`src/rtl/wmst_out_fm_burst.sv`:
```
// wmst_out_fm_burst: packs 32-bit store-FIFO words into byte-enabled single-beat Avalon-MM writes
// and pulses store_trans_done once per row transfer.
module wmst_out_fm_burst #(
    parameter int CW  = 16,
    parameter int DW  = 32,
    parameter int XAW = 32,
    parameter int XDW = 128
) (
    input  logic             clk,
    input  logic             rst,
    input  logic             store_trans_start,
    input  logic [XAW-1:0]   param_waddr,
    input  logic [CW-1:0]    param_iolen,
    output logic             store_trans_done,
    input  logic             store_fifo_empty,
    input  logic [DW-1:0]    store_fifo_rdata,
    output logic             store_fifo_rd,
    output logic [XAW-1:0]   avm_address,
    output logic             avm_write,
    output logic [XDW-1:0]   avm_writedata,
    output logic [XDW/8-1:0] avm_byteenable,
    input  logic             avm_waitrequest
);
    localparam int LANES = XDW / DW;
    localparam int LW    = $clog2(LANES);
    localparam int WB    = $clog2(DW / 8);
    localparam int BEAT  = XDW / 8;

    typedef enum logic [1:0] {IDLE, FILL, WRITE, DONE} state_t;

    state_t        state, state_nx;
    logic [LW-1:0] lane;
    logic [CW-1:0] remaining;

    // A beat closes when the top lane is filled or the last word of the row is popped.
    always_comb begin
        state_nx         = state;
        store_fifo_rd    = 1'b0;
        avm_write        = 1'b0;
        store_trans_done = 1'b0;
        case (state)
            IDLE: if (store_trans_start) state_nx = (param_iolen == '0) ? DONE : FILL;
            FILL: begin
                store_fifo_rd = !store_fifo_empty;
                if (!store_fifo_empty && (lane == LW'(LANES - 1) || remaining == CW'(1)))
                    state_nx = WRITE;
            end
            WRITE: begin
                avm_write = 1'b1;
                if (!avm_waitrequest) state_nx = (remaining != '0) ? FILL : DONE;
            end
            DONE: begin
                store_trans_done = 1'b1;
                state_nx         = IDLE;
            end
        endcase
    end

    always_ff @(posedge clk or posedge rst) begin
        if (rst) begin
            state          <= IDLE;
            lane           <= '0;
            remaining      <= '0;
            avm_address    <= '0;
            avm_writedata  <= '0;
            avm_byteenable <= '0;
        end else begin
            state <= state_nx;
            if (state == IDLE && store_trans_start) begin
                avm_address    <= param_waddr & ~XAW'(BEAT - 1);
                lane           <= param_waddr[WB +: LW];
                remaining      <= param_iolen;
                avm_byteenable <= '0;
            end
            if (store_fifo_rd) begin
                avm_writedata[DW*lane +: DW]          <= store_fifo_rdata;
                avm_byteenable[(DW/8)*lane +: DW/8]   <= '1;
                lane                                  <= lane + 1'b1;
                remaining                             <= remaining - 1'b1;
            end
            if (avm_write && !avm_waitrequest) begin
                avm_address    <= avm_address + XAW'(BEAT);
                lane           <= '0;
                avm_byteenable <= '0;
            end
        end
    end
endmodule
```
`config.mk`:
```
export PLATFORM = sky130hd
export DESIGN_NAME = wmst_out_fm_burst
export DESIGN_NICKNAME = d
export VERILOG_FILES = /design/src/rtl/wmst_out_fm_burst.sv
export SDC_FILE = /design/constraint.sdc
export NUM_CORES = 1
export LEC_CHECK = 0
export ABC_AREA = 1
export CORE_MARGIN = 5
export CORE_UTILIZATION = 55
export CTS_BUF_LIST = sky130_fd_sc_hd__clkbuf_8
export DETAILED_ROUTE_END_ITERATION = 8
export DONT_BUFFER_PORTS = 1
export PLACE_DENSITY = 0.7
export SLEW_MARGIN = 10
export SYNTH_ARGS = -nofsm -noshare
export SYNTH_HDL_FRONTEND = slang
export SYNTH_SLANG_ARGS = --single-unit
```
`constraint.sdc`:
```
create_clock -name clk -period 12.29 [get_ports clk]
set_input_delay 1.8435 -clock clk [delete_from_list [all_inputs] [get_ports clk]]
set_output_delay 1.8435 -clock clk [all_outputs]
set_load 0.01 [all_outputs]
```
# Yosys cells after proc, flatten, opt, wreduce, memory -nomap -nowiden
# Index checks and enable logic that the tools add are counted.
# classes
n_addsub,5
reduce_logical,13
n_eq_ne,8
shift,4
muxes,21
# ops
operator,count
128-bit bitwise mux,1
"32-bit by 34-bit variable shift with 128-bit output, first input constant",1
32-bit by 34-bit indexed part select with 128-bit output,1
16-bit 2-to-1 mux,5
32-bit 2-to-1 mux,2
4-bit negator with 34-bit output,1
7-bit negator with 34-bit output,1
"4-bit by 34-bit variable shift with 16-bit output, first input constant",1
"4-bit by 34-bit indexed part select with 16-bit output, first input constant",1
"32-bit by 5-bit adder with 32-bit output, second input constant",1
16-bit bitwise mux,1
"16-bit by 1-bit equality test with 1-bit output, second input constant",1
16-bit logical NOT,1
2-bit 2-to-1 mux,8
16-bit nonzero test,1
"16-bit by 1-bit subtractor with 16-bit output, second input constant",1
2-bit one-hot mux with 4 select lines,1
"2-bit equality test, second input constant",3
"2-bit != test, second input constant",3
2-bit nonzero test,2
1-bit logical AND,3
1-bit 2-to-1 mux,3
3-bit AND reduction,1
3-bit nonzero test,1
other kinds (5),6
# totals
out_inout_bits,179
input_bits,85
regBits,196
elab_cells,57

# Logic depth before layout (Yosys ltp)
# depth
depth_word,6
depth_mapped,11
ltp_nobuf,10

# Least setup slack after synthesis
# No wires, ideal clock.
# synth_timing
kind,input-to-output
start,input store_fifo_empty
end,output store_fifo_rd
setup_slack_ps,8126
n_path_buf,1
arrival_ps,2320
cell_stages,2
required_ps,10446
path_cell_list,nor2_8 -> buf_1
# synth_between
elab_chain_len,2
# synth_rtl
element,line_no,rtl
from (decl),15,"input logic store_fifo_empty,"
1-bit logical NOT,44,store_fifo_rd = !store_fifo_empty;
1-bit 2-to-1 mux,41,case (state)
to (decl),17,"output logic store_fifo_rd,"
# No other way between the ends.

# Final worst setup path
# Ends and elaborated chain as after synthesis.

==> results.cfg <==
[clock_network]
cts_sinks = 192
cts_resized = 0
clk_path_buf_depth = 2
cts_tree = yes
htreeDepth = 4
cts-root-buf = clkbuf_8
hold_buffers = 0
cts-buffers-inserted = 17
postCtsSetupBuffers = 0
insertion_delay_ns = 0.47
cts.clk_slew.worst_paths_ns = 0.11

[sta]
finalCritPeriodShare_pct = 32.46
finClkSkew_ns = 0.01775
finalHoldViolCount = 0
final.min_clock_period_ns = 3.989
relSlewSlack_pct = 22.78
fin_ws_ns = 8.301
setup_viol = 0
finalMaxSlewViolations = 0
tightestPinTransition_ns = 1.154
rsz0062_at_grt = no
fmax_mhz = 250.7
finalSetupTns_ns = 0

[floorplan]
dieArea_um2 = 19320
row_count = 47
initial_core_util_pct = 55.59
die_w_um = 139
ios = 264
coreArea_um2 = 16470
die_h_um = 139

[worst_setup_path]
critPathCaptureType = output pin
cp_slowest_cell = nor2_8
crit_chain = nor2_8
regToRegSetupSlack_ns = 9.20
r2r_end = avm_writedata[86]$_DFFE_PP0P_
critPathLaunchType = primary input
crit_fanout = 18
r2r_cells = 8
worst-path-buf-inv = 0
arrival_ns = 2.15
critPathMaxStageDelay_ns = 0.30
crit_required_ns = 10.45
cpLargestDelayFamily = simple AND/OR/NAND/NOR gates
crit_type = primary input to output pin
r2r_start = lane[0]$_DFFE_PP0P_

[synthesis]
synth.mux.area_fraction_pct = 0
async_reset_ff_share_pct = 100.0
ys_types = 37
seq_area_frac_synth_pct = 52.49
syn-cell-area_um2 = 9153
netlist_instances = 1154
synth-simple-area-share_pct = 27.94
syn_avg_cell_area_um2 = 7.931
yosys-top-cells-area = dfrtp_1, nand2_1, o21ai_0
synth_top_area_share_pct = 52.49
synth_compound_area_share_pct = 11.62
synth_top_family_by_area = simple AND/OR/NAND/NOR gates
synth_xor_area_share_pct = 0.8612
ys_warn_count = 0
synth_largest_area_cell = dfrtp_1
ys_dominant_reg_cell = dfrtp_1
synthAdderAreaFrac_pct = 1.094
synth-edff-count = 0
synth-seq-cells = 192

[min_path]
hold_end = remaining[12]$_DFFE_PP0P_
worstHoldPathCells = 2
hp-class = flop to flop
hp-start = remaining[12]$_DFFE_PP0P_

[route]
num_vias = 7421
first_iter_violations = 589
wl_per_cell_um = 18.42
drtPass1Iterations = 5
wirelength_mm = 25.03
ant_nets = 0
drt-vias-per-instance = 5.461
post-route-drc-count = 0

[placement]
gp_congestion = 0.8946
port_buffers = 0
place_ws_ns = 8.299
place_hpwl_mm = 17.75
placed_area_um2 = 9256

[grt]
grt_pass1_wl_mm = 40.34
overflow = 0
antenna_found_initial = 0
first_global_vias = 7045
grt_usage_pct = 25.97
grt_max_degree = 117

[power]
pwr_density_cell_nw_per_um2 = 260.1
ir_drop_v = 0.0001571
total_leakage_power_nw = 4.442

[cells_and_area]
layout-drive-gt1-share_pct = 5.356
multi_input_area_um2 = 3832
layout.area.seq_um2 = 4805
final_nets = 1219
design_area_um2 = 9653
antennaDiodeCount = 0
area_growth_pct = 5.468
fin_util_pct = 58.62
fillers = 1539

[run_status]
status = complete, no violations

[flow_run]
cap_violations = 0
==> how the worst max path moves through the flow <==
stage | from | endpoint | slack [ns] | depth (start not counted)
final | store_fifo_empty | store_fifo_rd | 8.30 | 1
after global routing | store_fifo_empty | store_fifo_rd | 8.29 | 1
after CTS | store_fifo_empty | store_fifo_rd | 8.30 | 1
after detailed placement | store_fifo_empty | store_fifo_rd | 8.30 | 1
after global placement | store_fifo_empty | store_fifo_rd | 8.31 | 1
after floorplan | rst | avm_address[10]$_DFFE_PP0P_ | 5.22 | 1
==> flip-flops by register name, summed over array words and instances, names as in the netlist <==
name / count
avm_address: 28
avm_byteenable: 16
avm_writedata: 128
lane: 2
remaining: 16
state: 2
==> synthesized netlist by cell type (3+ instances only) <==
master / count
nand2_1: 454
dfrtp_1: 192
o21ai_0: 90
nor2_1: 84
nand3_1: 72
inv_1: 64
o31ai_1: 33
clkbuf_1: 32
o21ai_1: 24
buf_2: 19
o211ai_1: 11
ha_1: 8
nand4_1: 7
xor2_1: 7
a21oi_1: 6
buf_4: 4
inv_2: 4
nor2_2: 4
nor3_1: 4
o21a_1: 4
o22ai_1: 4
nand3b_1: 3
o31ai_2: 3
==> worst min-delay path: cells and delay by family, from the launching register on <==
family	cells	cell delay (ns)
and+or+nand+nor	2	0.14
DFF	1	0.38
==> kinds of logic after synthesis <==
group | Yosys count
AO/OA/AOI/OAI | 180
flip-flops | 192
adder cells (fa/ha/maj) | 8
other | 1
buffers and inverters | 130
AND/OR/NAND/NOR | 634
XOR/XNOR | 9
==> metal layers <==
metal  track usage, %  share of wire [%]  up-vias
met5                0                  0        -
li1                 -                  -     3648
met3            10.03                 10       25
met4            6.076                1.5        0
met1            35.59                 42     3470
met2            39.45                 46      278
==> cell usage in the layout, fill, tap and decap left out, types with 3 or more instances in the layout <==
cell / count
buf_4: 9
o21ai_1: 24
clkinv_8: 4
o22ai_1: 4
conb_1: 4
o31ai_1: 33
inv_1: 64
o211ai_1: 11
clkbuf_8: 17
dfrtp_1: 192
o21ai_0: 90
nand3b_1: 3
nor2_1: 83
o31ai_2: 3
a21oi_1: 6
nand2_1: 453
nand4_1: 7
nor2_2: 5
inv_8: 5
inv_6: 4
xor2_1: 7
ha_1: 8
nor3_1: 4
o21a_1: 4
nand3_1: 72
inv_2: 4
nand2_2: 3
==> metrics by stage <==
step | hold slack [ns] | power (mW) | std cells
2_1_floorplan | 0.4921 | 1.846 | 1157
3_3_place_gp | 0.5206 | 2.089 | 1327
3_5_place_dp | 0.5251 | 2.116 | 1327
4_1_cts | 0.5518 | 2.530 | 1359
5_1_grt | 0.5854 | 2.720 | 1359
6_report | 0.5480 | 2.511 | 1359
==> area by class of cell <==
type | count | share of cell area (%)
Tap cell | 220 | 2.852
Multi-Input combinational cell | 835 | 39.70
Sequential cell | 192 | 49.77
Clock inverter | 15 | 1.685
Clock buffer | 17 | 2.424
Inverter | 71 | 2.865
Timing Repair Buffer | 9 | 0.6999
==> power breakdown <==
part | internal (mW) | switching [mW] | total, mW
clock | 0.154 | 0.258 | 0.412
sequential | 0.906 | 0.410 | 1.32
combinational | 0.255 | 0.528 | 0.783
Note: power is estimated with default switching activity, not from simulation.
==> patch 1: new RTL, same settings <==
Re-encode `state_t` (4 states) as one-hot, 4 bits wide.
--- a/src/rtl/wmst_out_fm_burst.sv
+++ b/src/rtl/wmst_out_fm_burst.sv
@@ -26,7 +26,7 @@
     localparam int WB    = $clog2(DW / 8);
     localparam int BEAT  = XDW / 8;
 
-    typedef enum logic [1:0] {IDLE, FILL, WRITE, DONE} state_t;
+    typedef enum logic [3:0] {IDLE = 4'b0001, FILL = 4'b0010, WRITE = 4'b0100, DONE = 4'b1000} state_t;
 
     state_t        state, state_nx;
     logic [LW-1:0] lane;
Function: same outputs for any inputs over 4 cycles, from zero or initial values and one cycle with rst high; so few cycles prove little.
==> patch 1 against the original RTL <==
  * Sequential power fell by 8%
  * Register-to-register slack got worse by 0.02 ns
  * Total power fell by 3.5%
  * Non-clock buffer count fell by 2
  * Wire length rose by 6.8%
  * Area after synthesis rose by 5.4%
  * Sequential cell count rose by 2
  * Via count rose by 9.5%
  * Cell area rose by 3.7%
  * Worst setup slack got worse by 0.26 ns
  * Clock skew rose by 0.0029 ns
==> patch 1: results (changes against the original RTL) <==
[global_routing] pin count of the biggest net entering global routing 131 [+12%]
[synth] proportion of register bits with asynchronous set or reset after synthesis 1.00 [unchanged]
[cts] buffer cell driving the clock tree root sky130_fd_sc_hd__clkbuf_8
[route] via-per-instance ratio 5.67 [+3.8%]
[route] per-cell routed wire length 18.6 um [+1.2%]
[synth] count of synthesis-stage warnings from yosys 0 [unchanged]
[cts] Inserted Clock Buffers 17 [unchanged]
[global_routing] total routing usage reported by global routing 0.265 [+0.00517]
[global_routing] global-route wire length before repair 42,600 um [+5.5%]
[run_status] outcome completed
[synth] post-synth cell types 38 [+2.7%]
[worst_setup_path] stage delay of the slowest cell on the critical path 0.26 ns [-0.04 ns]
[synth] most instantiated flip-flop cell in the synthesis netlist sky130_fd_sc_hd__dfrtp_1
[layout] number of nets in the finished design 1,289 [+5.7%]
[cts] total setup buffers inserted after CTS 0 [unchanged]
[placed_design] Routability Congestion 0.894 [-0.11%]
[worst_hold_path] worst min path class register to register
[power] Static Leakage 4.86 nW [+9.4%]
[sta] post-route clock skew 0.0207 ns [+0.00293 ns]
[layout] ratio of cells with drive above 1 in the final layout 0.0530 [-0.000576]
[worst_setup_path] highest fanout seen on the critical path 17 [-1]
[sta] final-report max-slew violation count 0 [unchanged]
[cts] clock edge transition at the registers on the reported setup and hold paths 0.10 ns
[cts] maximum number of buffers from clock root to sink 2 [unchanged]
[placed_design] post-detail-place hpwl 18,600 um [+5.0%]
[cts] H-tree depth 4 [unchanged]
[layout] diodes inserted 0 [unchanged]
[synth] sequential cell area fraction in the yosys report 0.504 [-0.0214]
[power] VDD IR-drop max 146 uV [-7.4%]
[global_routing] number of global-route vias before repair 7,773 [+10%]
[placed_design] Port-buffer cells 0 [unchanged]
[layout] biggest regs avm_writedata (128), avm_address (28)
[sta] Worst Max-Slew Pin Slew 1.02 ns [-0.137 ns]
[layout] max reg flops 128 [unchanged]
[synth] top cells by count, synth sky130_fd_sc_hd__nand2_1, sky130_fd_sc_hd__dfrtp_1, sky130_fd_sc_hd__nand3_1, sky130_fd_sc_hd__nor2_1, sky130_fd_sc_hd__inv_1
[global_routing] antenna violations before repair 0 [unchanged]
[synth] top cells by area, synth sky130_fd_sc_hd__dfrtp_1, sky130_fd_sc_hd__nand2_1, sky130_fd_sc_hd__nand3_1, sky130_fd_sc_hd__nor2_1, sky130_fd_sc_hd__o31ai_1
[cts] worst-skew pair later-pin latency 0.47 ns [about the same]
[route] first-iteration detailed-routing DRC count 568 [-3.6%]
[worst_setup_path] data arrival time of the critical path 2.40 ns [+0.25 ns]
[cts] Resize count post-CTS 0 [unchanged]
[worst_setup_path] standard cell with the maximum stage delay on the critical path sky130_fd_sc_hd__inv_4
[route] number of iterations in the first detailed-routing pass 5 [unchanged]
patch 1: changes by cell type in the layout (fill, tap and decap cells not counted), sizes merged, moves of 3 or more:
cell / unedited run / this run
xor2: 7 / 4
a21oi: 6 / 9
nand3b: 3 / 10
nor2: 90 / 125
o31ai: 36 / 30
nand2: 456 / 476
o21ai: 114 / 55
nand3: 72 / 151
inv: 78 / 70
nor3: 5 / 2
patch 1: power by group:
part	internal, mW	leakage (nW)	switching [mW]
registers	0.870	2.59	0.341
clock network	0.175	0.214	0.261
logic	0.232	2.06	0.543
patch 1: worst paths after layout:
check | start | endpoint | slack (ns) | cells after the start
worst min register to register | state[0] | state[0] | 0.48 | 2
min in group asynchronous | rst | remaining[0] | 1.38 | 1
worst min-delay path | state[0] | state[0] | 0.48 | 2
max in group asynchronous | rst | avm_byteenable[8] | 9.44 | 2
worst max-delay path | store_fifo_empty | store_fifo_rd | 8.04 | 3
worst max register to register | lane[0] | avm_writedata[72] | 9.18 | 9
patch 1: through the flow:
step	instances	instance area, um2	total power [mW]	setup slack [ns]
floorplan	1237	9650	1.78	5.16
global placement	1401	9580	1.98	8.05
detailed placement	1401	9580	2.00	8.05
CTS	1433	10000	2.44	8.05
global route	1433	10000	2.61	7.98
finish	1433	10000	2.42	8.04
patch 1: cell families after synthesis:
kind of cell	synth area share
AO/OA/AOI/OAI	0.0767
XOR/XNOR	0.00545
adder cells (fa/ha/maj)	0.0117
buffers and inverters	0.0689
flip-flops	0.504
other	0.000389
AND/OR/NAND/NOR	0.333
patch 1: final cells by class:
class	count	area [um2]
repair buffers	7	52.6
clock buffers	17	234
flip-flops and latches	194	4860
inverters	65	254
multi-input cells	910	4140
well taps	225	282
fillers	1573	7230
clock inverters	15	193
patch 1: layer usage:
metal,wire (um),share of wire,track usage
met4,658,0.025,0.0820
met2,12300,0.46,0.408
met3,3150,0.12,0.104
met1,10600,0.40,0.348
met5,0,0,0
patch 1: worst max-delay path: cells and delay by family:
kind,cells,cell delay (ns)
buffers and inverters,2,0.36
AND/OR/NAND/NOR,1,0.19
==> patch 2: new RTL, same settings <==
Made on the original files. Change the parameter `CW` from 16 to 32.
--- a/src/rtl/wmst_out_fm_burst.sv
+++ b/src/rtl/wmst_out_fm_burst.sv
@@ -1,7 +1,7 @@
 // wmst_out_fm_burst: packs 32-bit store-FIFO words into byte-enabled single-beat Avalon-MM writes
 // and pulses store_trans_done once per row transfer.
 module wmst_out_fm_burst #(
-    parameter int CW  = 16,
+    parameter int CW  = 32,
     parameter int DW  = 32,
     parameter int XAW = 32,
     parameter int XDW = 128
Ports: changed (resized param_iolen); port bits go from 264 to 280. No check against the original RTL was run, so the function may have changed too.
==> patch 2 against the original RTL <==
  * First-iteration DRC count rose by 9.3%
  * Total power rose by 18%
  * Wire length rose by 22%
  * Sequential power rose by 6%
  * Worst setup slack got worse by 0.14 ns
  * Cell area rose by 15%
  * Area after synthesis rose by 14%
  * Sequential cell count rose by 16
  * Critical path depth did not move
  * Count of clock-buffer cells in the layout rose by 25
  * Die area rose by 13%
  * Critical endpoint unchanged
==> patch 2: results (changes against the original RTL) <==
[run_status] outcome completed
[layout] number of nets in the finished design 1,448 [+19%]
[power] Static Leakage 5.38 nW [+21%]
[layout] post-route insts no fill 1,596 [+17%]
[worst_hold_path] worst min path class register to register
[synth] top cells by area, synth sky130_fd_sc_hd__dfrtp_1, sky130_fd_sc_hd__nand2_1, sky130_fd_sc_hd__nand3_1, sky130_fd_sc_hd__nor2_1, sky130_fd_sc_hd__o21ai_0
[sta] post-route clock skew 0.0189 ns [+0.00120 ns]
[layout] Non-clock buffer share 0.00472 [-0.00228]
[worst_setup_path] end of the worst register-to-register path avm_writedata[73]
[route] final WL 30,400 um [+22%]
[worst_setup_path] data arrival time of the critical path 2.28 ns [+0.13 ns]
[global_routing] number of global-route vias before repair 8,926 [+27%]
[layout] nonclk inv count 92 [+30%]
[power] proportion of power drawn by the clock network 0.201 [+0.037]
[cts] H-tree depth 2 [-2]
[layout] clock buffer count 42 [+25]
[placed_design] # placed instances 1,534 [+16%]
[global_routing] global-route wire length before repair 49,000 um [+21%]
[layout] sequential cell count of the final layout 208 [+8.3%]
[route] total via count in the routed design 9,051 [+22%]
[cts] maximum number of buffers from clock root to sink 3 [+1]
[worst_setup_path] highest fanout seen on the critical path 33 [+15]
[worst_setup_path] r2r worst-path depth 6 [-2]
[sta] final worst path period need 4.13 ns [+0.138 ns]
[layout] # fillers 1,728 [+12%]
[layout] total area of sequential cells 5200 um2 [+8.3%]
[layout] Multi-Input Combinational 993 [+19%]
[synth] top cells by count, synth sky130_fd_sc_hd__nand2_1, sky130_fd_sc_hd__dfrtp_1, sky130_fd_sc_hd__nand3_1, sky130_fd_sc_hd__nor2_1, sky130_fd_sc_hd__inv_1
[layout] clock tree cell share of total cell area 0.0598 [+0.0187]
[global_routing] met3 Usage GRT 0.104 [+0.00358]
[layout] ratio of cells with drive above 1 in the final layout 0.0639 [+0.0103]
[layout] biggest regs avm_writedata (128), remaining (32), avm_address (28)
[route] first-iteration detailed-routing DRC count 644 [+9.3%]
[worst_setup_path] stage delay of the slowest cell on the critical path 0.42 ns [+0.12 ns]
[worst_setup_path] register-to-register setup slack 8.63 ns [-0.57 ns]
[layout] relative area change from synthesis to final layout 6.52%
[synth] sequential cell area fraction in the yosys report 0.498 [-0.0272]
[power] switching power 1.38 mW [+16%]
[placed_design] Routability Congestion 0.891 [-0.41%]
[cts] worst-skew pair later-pin latency 0.52 ns [+0.05 ns]
[cts] Inserted Clock Buffers 38 [+21]
[global_routing] total routing usage reported by global routing 0.277 [+0.0175]
[power] power dissipated in sequential cells 1.40 mW [+6%]
[power] post-route total power 2.97 mW [+18%]
[synth] Compound-Gate Fraction of Synth Area 0.0850 [-0.0312]
[placed_design] Post-Place Setup Slack 7.83 ns [-0.466 ns]
[floorplanning] Rows 50 [+6.4%]
[synth] post-synth cell types 38 [+2.7%]
[placed_design] Placed Instance Area 10,500 um2 [+13%]
[synth] Post-Syn Area per Cell 7.68 um2 [-3.1%]
[cts] clock edge transition at the registers on the reported setup and hold paths 0.05 ns [-0.06 ns]
[global_routing] met1 Usage GRT 0.352 [-0.00394]
## patch 2: changes by cell type after synthesis, sizes merged, moves of 7 or more
cell    change
nand2      +26
o31ai      -35
nor2       +22
o211ai      +8
buf        +19
nand3     +106
inv        +23
dfrtp      +16
clkbuf      -7
nand4       +9
## patch 2: per-layer routing
layer  up-vias  wire, um  part of all wire
met4         0       824             0.027
li1       4369         -                 -
met5         -         0                 0
met2       380     14300              0.47
met1      4241     12000              0.39
met3        61      3370              0.11
## patch 2: worst min path at each step
stage | start | end | slack (ns) | depth (start not counted)
after floorplan | remaining[29] | remaining[29] | 0.49 | 2
final | avm_byteenable[4] | avm_byteenable[4] | 0.54 | 2
after global routing | avm_writedata[27] | avm_writedata[27] | 0.58 | 2
after CTS | avm_byteenable[4] | avm_byteenable[4] | 0.55 | 2
after detailed placement | avm_byteenable[4] | avm_byteenable[4] | 0.53 | 2
after global placement | remaining[29] | remaining[29] | 0.53 | 2
